### config.mk
export PLATFORM = sky130hd
export DESIGN_NAME = fp_to_int
export DESIGN_NICKNAME = d
export VERILOG_FILES = /design/src/rtl/fp_to_int.sv
export SDC_FILE = /design/constraint.sdc
export NUM_CORES = 1
export LEC_CHECK = 0
export ABC_AREA = 1
export ABC_CLOCK_PERIOD_IN_PS = 6750
export CORE_ASPECT_RATIO = 0.5
export CORE_UTILIZATION = 61
export CTS_CLUSTER_SIZE = 12
export DETAILED_ROUTE_END_ITERATION = 10
export MAX_ROUTING_LAYER = met4
export PLACE_DENSITY = 0.95
export SETUP_SLACK_MARGIN = 0.02
export SYNTH_ARGS = -nofsm -noshare
export SYNTH_HDL_FRONTEND = slang
export SYNTH_SLANG_ARGS = --single-unit
### constraint.sdc
create_clock -name clk -period 6.75 [get_ports clk]
set_input_delay 1.35 -clock clk [delete_from_list [all_inputs] [get_ports clk]]
set_output_delay 1.35 -clock clk [all_outputs]
set_load 0.03 [all_outputs]
### src/rtl/fp_to_int.sv
// Two-stage IEEE-754 float to integer converter with valid/ready handshake.
// Define FP2INT_ROUND_EN for round-to-nearest-even; the default build truncates toward zero.
module fp_to_int #(
    parameter int EXP_WIDTH = 8,
    parameter int MAN_WIDTH = 23,
    parameter int INT_WIDTH = 32
) (
    input  logic                           clk,
    input  logic                           rst,
    input  logic                           in_valid,
    output logic                           in_ready,
    input  logic [EXP_WIDTH+MAN_WIDTH:0]   in_float,
    input  logic                           in_signed,
    output logic                           out_valid,
    input  logic                           out_ready,
    output logic [INT_WIDTH-1:0]           out_int,
    output logic [1:0]                     out_flags
);

    localparam int WW   = MAN_WIDTH + INT_WIDTH + 1;
    localparam int SHW  = $clog2(INT_WIDTH);
    localparam int BIAS = (1 << (EXP_WIDTH - 1)) - 1;

    localparam logic [INT_WIDTH-1:0] S_MAX    = {1'b0, {(INT_WIDTH-1){1'b1}}};
    localparam logic [INT_WIDTH-1:0] S_MIN    = {1'b1, {(INT_WIDTH-1){1'b0}}};
    localparam logic [INT_WIDTH-1:0] U_MAX    = {INT_WIDTH{1'b1}};
    localparam logic [INT_WIDTH:0]   MAG_SMIN = {2'b01, {(INT_WIDTH-1){1'b0}}};

    // ---------------- unpack ----------------
    logic                   w_in_sign;
    logic [EXP_WIDTH-1:0]   w_in_exp;
    logic [MAN_WIDTH-1:0]   w_in_man;
    logic                   w_exp_ones;
    logic                   w_exp_zero;
    logic                   w_man_nz;
    logic signed [EXP_WIDTH:0] w_in_e;
    logic [EXP_WIDTH:0]     w_bias;

    assign w_in_sign  = in_float[EXP_WIDTH+MAN_WIDTH];
    assign w_in_exp   = in_float[MAN_WIDTH +: EXP_WIDTH];
    assign w_in_man   = in_float[MAN_WIDTH-1:0];
    assign w_exp_ones = &w_in_exp;
    assign w_exp_zero = ~|w_in_exp;
    assign w_man_nz   = |w_in_man;
    assign w_bias     = BIAS[EXP_WIDTH:0];
    assign w_in_e     = $signed({1'b0, w_in_exp} - w_bias);

    // ---------------- handshake ----------------
    logic w_adv;
    logic w_s1_load;
    logic r_s1_valid;
    logic r_out_valid;

    assign w_adv     = !r_out_valid || out_ready;
    assign w_s1_load = !r_s1_valid || w_adv;
    assign in_ready  = w_s1_load;

    // ---------------- stage 1 registers ----------------
    logic                      r_s1_sign;
    logic                      r_s1_signed;
    logic signed [EXP_WIDTH:0] r_s1_e;
    logic [MAN_WIDTH:0]        r_s1_sig;
    logic                      r_s1_nan;
    logic                      r_s1_inf;
    logic                      r_s1_zero;
    logic                      r_s1_denorm;

    always_ff @(posedge clk) begin
        if (w_s1_load && in_valid) begin
            r_s1_sign   <= w_in_sign;
            r_s1_signed <= in_signed;
            r_s1_e      <= w_in_e;
            r_s1_sig    <= w_exp_zero ? '0 : {1'b1, w_in_man};
            r_s1_nan    <= w_exp_ones && w_man_nz;
            r_s1_inf    <= w_exp_ones && !w_man_nz;
            r_s1_zero   <= w_exp_zero && !w_man_nz;
            r_s1_denorm <= w_exp_zero && w_man_nz;
        end
    end

    // ---------------- stage 2: align, round, saturate ----------------
    logic signed [31:0]    w_e_ext;
    logic                  w_in_range;
    logic [SHW-1:0]        w_sh;
    logic [WW-1:0]         w_wide;
    logic [INT_WIDTH:0]    w_int;
    logic [MAN_WIDTH-1:0]  w_frac;
    logic [INT_WIDTH:0]    w_mag;
    logic                  w_lossy;
    logic                  w_ovf;
    logic                  w_invalid;
    logic                  w_inexact;
    logic [INT_WIDTH-1:0]  w_res;

    always_comb begin
        w_e_ext    = 32'(r_s1_e);
        w_in_range = (w_e_ext >= 0) && (w_e_ext < INT_WIDTH);
        w_sh       = w_in_range ? w_e_ext[SHW-1:0] : '0;
        // Fixed point with MAN_WIDTH fraction bits; exponent never exceeds INT_WIDTH-1 here.
        w_wide     = WW'(r_s1_sig) << w_sh;
        w_int      = w_wide[WW-1 -: INT_WIDTH+1];
        w_frac     = w_wide[MAN_WIDTH-1:0];
        w_mag      = '0;
        w_lossy    = 1'b0;
        w_ovf      = 1'b0;
        w_invalid  = 1'b0;
        w_inexact  = 1'b0;
        w_res      = '0;

        if (r_s1_nan) begin
            w_invalid = 1'b1;
            w_res     = r_s1_signed ? S_MAX : U_MAX;
        end else begin
            if (r_s1_inf || (w_e_ext >= INT_WIDTH)) begin
                w_ovf = 1'b1;
            end else if (r_s1_zero) begin
                w_mag = '0;
            end else if (r_s1_denorm) begin
                w_lossy = 1'b1;
            end else if (w_e_ext < 0) begin
                w_lossy = 1'b1;
`ifdef FP2INT_ROUND_EN
                // e=-1: guard is the hidden bit, so anything above one half rounds up.
                if (w_e_ext == -1)
                    w_mag = {{INT_WIDTH{1'b0}}, |r_s1_sig[MAN_WIDTH-1:0]};
`endif
            end else begin
                w_lossy = |w_frac;
`ifdef FP2INT_ROUND_EN
                w_mag = w_int + {{INT_WIDTH{1'b0}},
                        w_frac[MAN_WIDTH-1] & ((|w_frac[MAN_WIDTH-2:0]) | w_int[0])};
`else
                w_mag = w_int;
`endif
            end

            if (!w_ovf) begin
                if (r_s1_signed)
                    w_ovf = r_s1_sign ? (w_mag > MAG_SMIN) : (w_mag >= MAG_SMIN);
                else
                    w_ovf = r_s1_sign ? (|w_mag) : w_mag[INT_WIDTH];
            end

            if (w_ovf) begin
                w_invalid = 1'b1;
                if (r_s1_sign)
                    w_res = r_s1_signed ? S_MIN : '0;
                else
                    w_res = r_s1_signed ? S_MAX : U_MAX;
            end else begin
                w_inexact = w_lossy;
                w_res     = r_s1_sign ? -w_mag[INT_WIDTH-1:0] : w_mag[INT_WIDTH-1:0];
            end
        end
    end

    // ---------------- valid tracking and output register ----------------
    logic [INT_WIDTH-1:0] r_out_int;
    logic [1:0]           r_out_flags;

    always_ff @(posedge clk) begin
        if (rst) begin
            r_s1_valid  <= 1'b0;
            r_out_valid <= 1'b0;
            r_out_int   <= '0;
            r_out_flags <= '0;
        end else begin
            if (w_s1_load)
                r_s1_valid <= in_valid;
            if (w_adv) begin
                r_out_valid <= r_s1_valid;
                if (r_s1_valid) begin
                    r_out_int   <= w_res;
                    r_out_flags <= {w_invalid, w_inexact};
                end
            end
        end
    end

    assign out_valid = r_out_valid;
    assign out_int   = r_out_int;
    assign out_flags = r_out_flags;

endmodule

==> metrics.md <==
| Metric | Value |
|---|---|
| Status | `finished with violations` |
| Failing checks | `design-rule violations` |
| Commonest cells after routing, fill and taps aside | `204 x nand3_1, 178 x nand2_1, 81 x nor2_1, 72 x clkdlybuf4s50_1, 63 x inv_1` |
| Post-cts sizing count | `0` |
| Compound-Gate Fraction of Synth Area | `10.2%` |
| Router iterations before antenna repair | `10` |
| Total leakage power | `3.05 nW` |
| GR Util All Layers | `37.2%` |
| Maximum VDD drop | `0.000141 V` |
| DRC | `7` |
| Vias in the first global route | `5606` |
| Final period util | `70.5%` |
| RD Place Congestion | `0.954` |
| CP Max Fanout | `27` |
| Clock insertion delay at the later pin of the skew report | `0.34 ns` |
| Crit path cell chain | `nor2_4, nand3_2, nand2_1, nand3_1, nand3_1, nand3_1, nand3_1, nand2_1, inv_1, ha_1, inv_1, nor2_1, nand3_1, nor2_2, nand4_1, nand2_1, nand3_4, a21oi_4, inv_2, nor2_1, nor2_1` |
| Maxcap violations | `0` |
| Synth area leader | `edfxtp_1` |
| Vias per cell | `6.26` |
| CTS H-tree lvls | `3` |
| Root Buffer | `clkbuf_16` |
| Startpoint class of the critical path | `flip-flop` |
| Final Hold Violating Endpoints | `0` |
| Clk slew on worst S/H paths | `0.06 ns` |
| Post-synth top area share | `20.6%` |
| Gr ovfl total | `0` |
| Synthesized area | `5690 um2` |
| Placed Area | `6370 um2` |
| Area of the die | `9740 um2` |
| Largest net degree at the start of global routing | `40` |
| Area grow syn2layout | `17.2%` |
| Post-synthesis adder-cell area fraction | `0.660%` |
| Worst EP arrival | `4.99 ns` |
| Synth Instances | `861` |
| FF+latch area | `1890 um2` |
| WP depth | `21` |
| Initial antenna violation count | `0` |
| Shortest period the worst path allows | `4.76 ns` |
| Row count | `24` |
| Fraction of synthesized area in multiplexers | `0%` |
| Synth top area cells | `edfxtp_1 21%, nand3_1 18%, dfxtp_1 13%, nand2_1 12%, nor2_1 5.3%` |
| Nets | `944` |
| RSZ-0062 raised after global routing | `false` |
| Most common cell after layout, fill and taps aside | `nand3_1` |
| Crit path largest cell delay | `0.63 ns` |
| Fmax achieved | `210 MHz` |
| CP bufs+invs | `3` |
| IO buf count | `72` |
| Core ar. | `8890 um2` |
| CP endpoint kind | `flip-flop` |
| Multi-input gate area | `3310 um2` |
| # setup viols final | `0` |
| CTS tree | `done` |
| Final slew viol count | `0` |
| Core Util, Final | `75.0%` |
| ANT cells | `0` |
| Hold slack | `0.533 ns` |
| Via Count | `6421` |
| Post-DP HPWL | `12200 um` |
| Register area share after synthesis | `33.2%` |
| # fillers | `698` |
| CP Class | `flip-flop to flip-flop` |
| Hold Path Depth | `2` |
| Syn_nets | `901` |
| Setup TNS | `0 ns` |
| Most used cell along the critical path | `nand3_1` |
| Pwr Density | `188 nW/um2` |
| Die Wd | `139 um` |
| Clk sinks | `75` |
| Clock Skews | `0.00599 ns` |
| Number of synthesis warnings | `0` |
| Slew headroom | `48.3%` |
| Initial DRC count | `841` |
| Share of post-route cells with drive strength above 1 | `5.72%` |
| Largest family of logic cells by synthesized area | `simple AND/OR/NAND/NOR gates` |
| Non-filler cells, final | `1026` |
| Top delay family on crit path | `simple AND/OR/NAND/NOR gates` |
| R2R cell count | `21` |
| Drt wl/cell | `16.6 um` |
| Crit-path slowest cell | `a21oi_4` |
| Synthesized area per cell | `6.61 um2` |
| Area share of and/or/nand/nor cells after synthesis | `44.4%` |
| Routed Antenna Nets | `0` |
| IO Count | `73` |
| Post-Place Cells | `1010` |
| Design area | `6670 um2` |
| Post-Synth XOR/XNOR Area | `2.77%` |
| FF+latch count, synth | `75` |
| Actual slew at the worst max-slew pin | `0.774 ns` |
| Hold Crit Class | `flip-flop to flip-flop` |
| Hold-fix buffers, CTS | `0` |
| Post-CTS Setup Inserts | `0` |
| Worst endpoint required time | `6.98 ns` |
| Netlist cell types | `40` |
| Initial core utilization | `64.0%` |
| Die height | `70.3 um` |
| Cts bufs inserted | `9` |
| Routed WL | `17000 um` |
| First-pass GRT wire length | `27800 um` |
| Max Buffers Root-to-Sink | `2` |
## sequential cells by signal, summed over array words and instances (netlist names), 2 cells and up
register	count
out_int	32
r_s1_e	9
out_flags	2
r_s1_sig	24
## worst paths after layout
kind / startpoint / end / slack, ns
max reg2reg: r_s1_e[5]$_DFFE_PP_ / out_int[13]$_SDFFE_PP0P_ / 1.99
min reg2reg: out_int[11]$_SDFFE_PP0P_ / out_int[11]$_SDFFE_PP0P_ / 0.53
max: r_s1_e[5]$_DFFE_PP_ / out_int[13]$_SDFFE_PP0P_ / 1.99
min: out_int[11]$_SDFFE_PP0P_ / out_int[11]$_SDFFE_PP0P_ / 0.53
## cell families (layout without fill, tap and decap cells)
kind of cell | after synthesis | count (layout)
XOR/XNOR | 18 | 18
AND/OR/NAND/NOR | 539 | 539
adder cells (fa/ha/maj) | 3 | 3
flip-flops | 75 | 75
buffers and inverters | 118 | 166
AO/OA/AOI/OAI | 108 | 108
## worst reg2reg max path, delay by kind of cell (launching register included)
| family | cells | cell delay, ns |
|---|---|---|
| adder cells (fa/ha/maj) | 1 | 0.15 |
| AND/OR/NAND/NOR | 16 | 3.21 |
| flip-flops | 1 | 0.44 |
| AO/OA/AOI/OAI | 1 | 0.64 |
| buffers and inverters | 3 | 0.22 |
## metrics by stage
step	worst slack, ns	power, mW
floorplan	3.61	0.687
CTS	2.12	1.25
finish	1.99	1.25
global placement	2.38	0.763
detailed placement	2.16	0.770
global route	1.58	1.29
## final cells by class
cell class                      instances  share of cell area (%)
Multi-Input combinational cell        668                    49.6
Inverter                               74                    4.17
Tap cell                              117                    2.20
Sequential cell                        75                    28.4
Timing Repair Buffer                   76                    11.3
Clock inverter                          7                    1.03
Clock buffer                            9                    3.38
## per-layer routing
metal	GRT usage [%]	share of wire, %	vias up
met5	-	0	-
met4	11.0	1.8	0
met3	6.45	10	33
met2	54.4	43	392
met1	52.6	45	2951
li1	-	-	3045
## cells in the mapped netlist (all sizes together)
| library cell | instances |
|---|---|
| a21oi | 46 |
| a22oi | 6 |
| a31oi | 1 |
| buf | 24 |
| clkbuf | 20 |
| clkinv | 1 |
| dfxtp | 36 |
| edfxtp | 39 |
| ha | 3 |
| inv | 73 |
| nand2 | 181 |
| nand3 | 207 |
| nand3b | 3 |
| nand4 | 37 |
| nor2 | 92 |
| nor3 | 8 |
| nor3b | 1 |
| nor4 | 6 |
| o211ai | 1 |
| o21ai | 52 |
| o21bai | 1 |
| o31ai | 1 |
| or2 | 3 |
| or4 | 1 |
| xnor2 | 1 |
| xor2 | 17 |
## power breakdown
part,internal [mW],switching (mW)
Combinational,0.0869,0.152
Clock,0.284,0.199
Sequential,0.512,0.0186
Power figures use the tool's default switching activity.
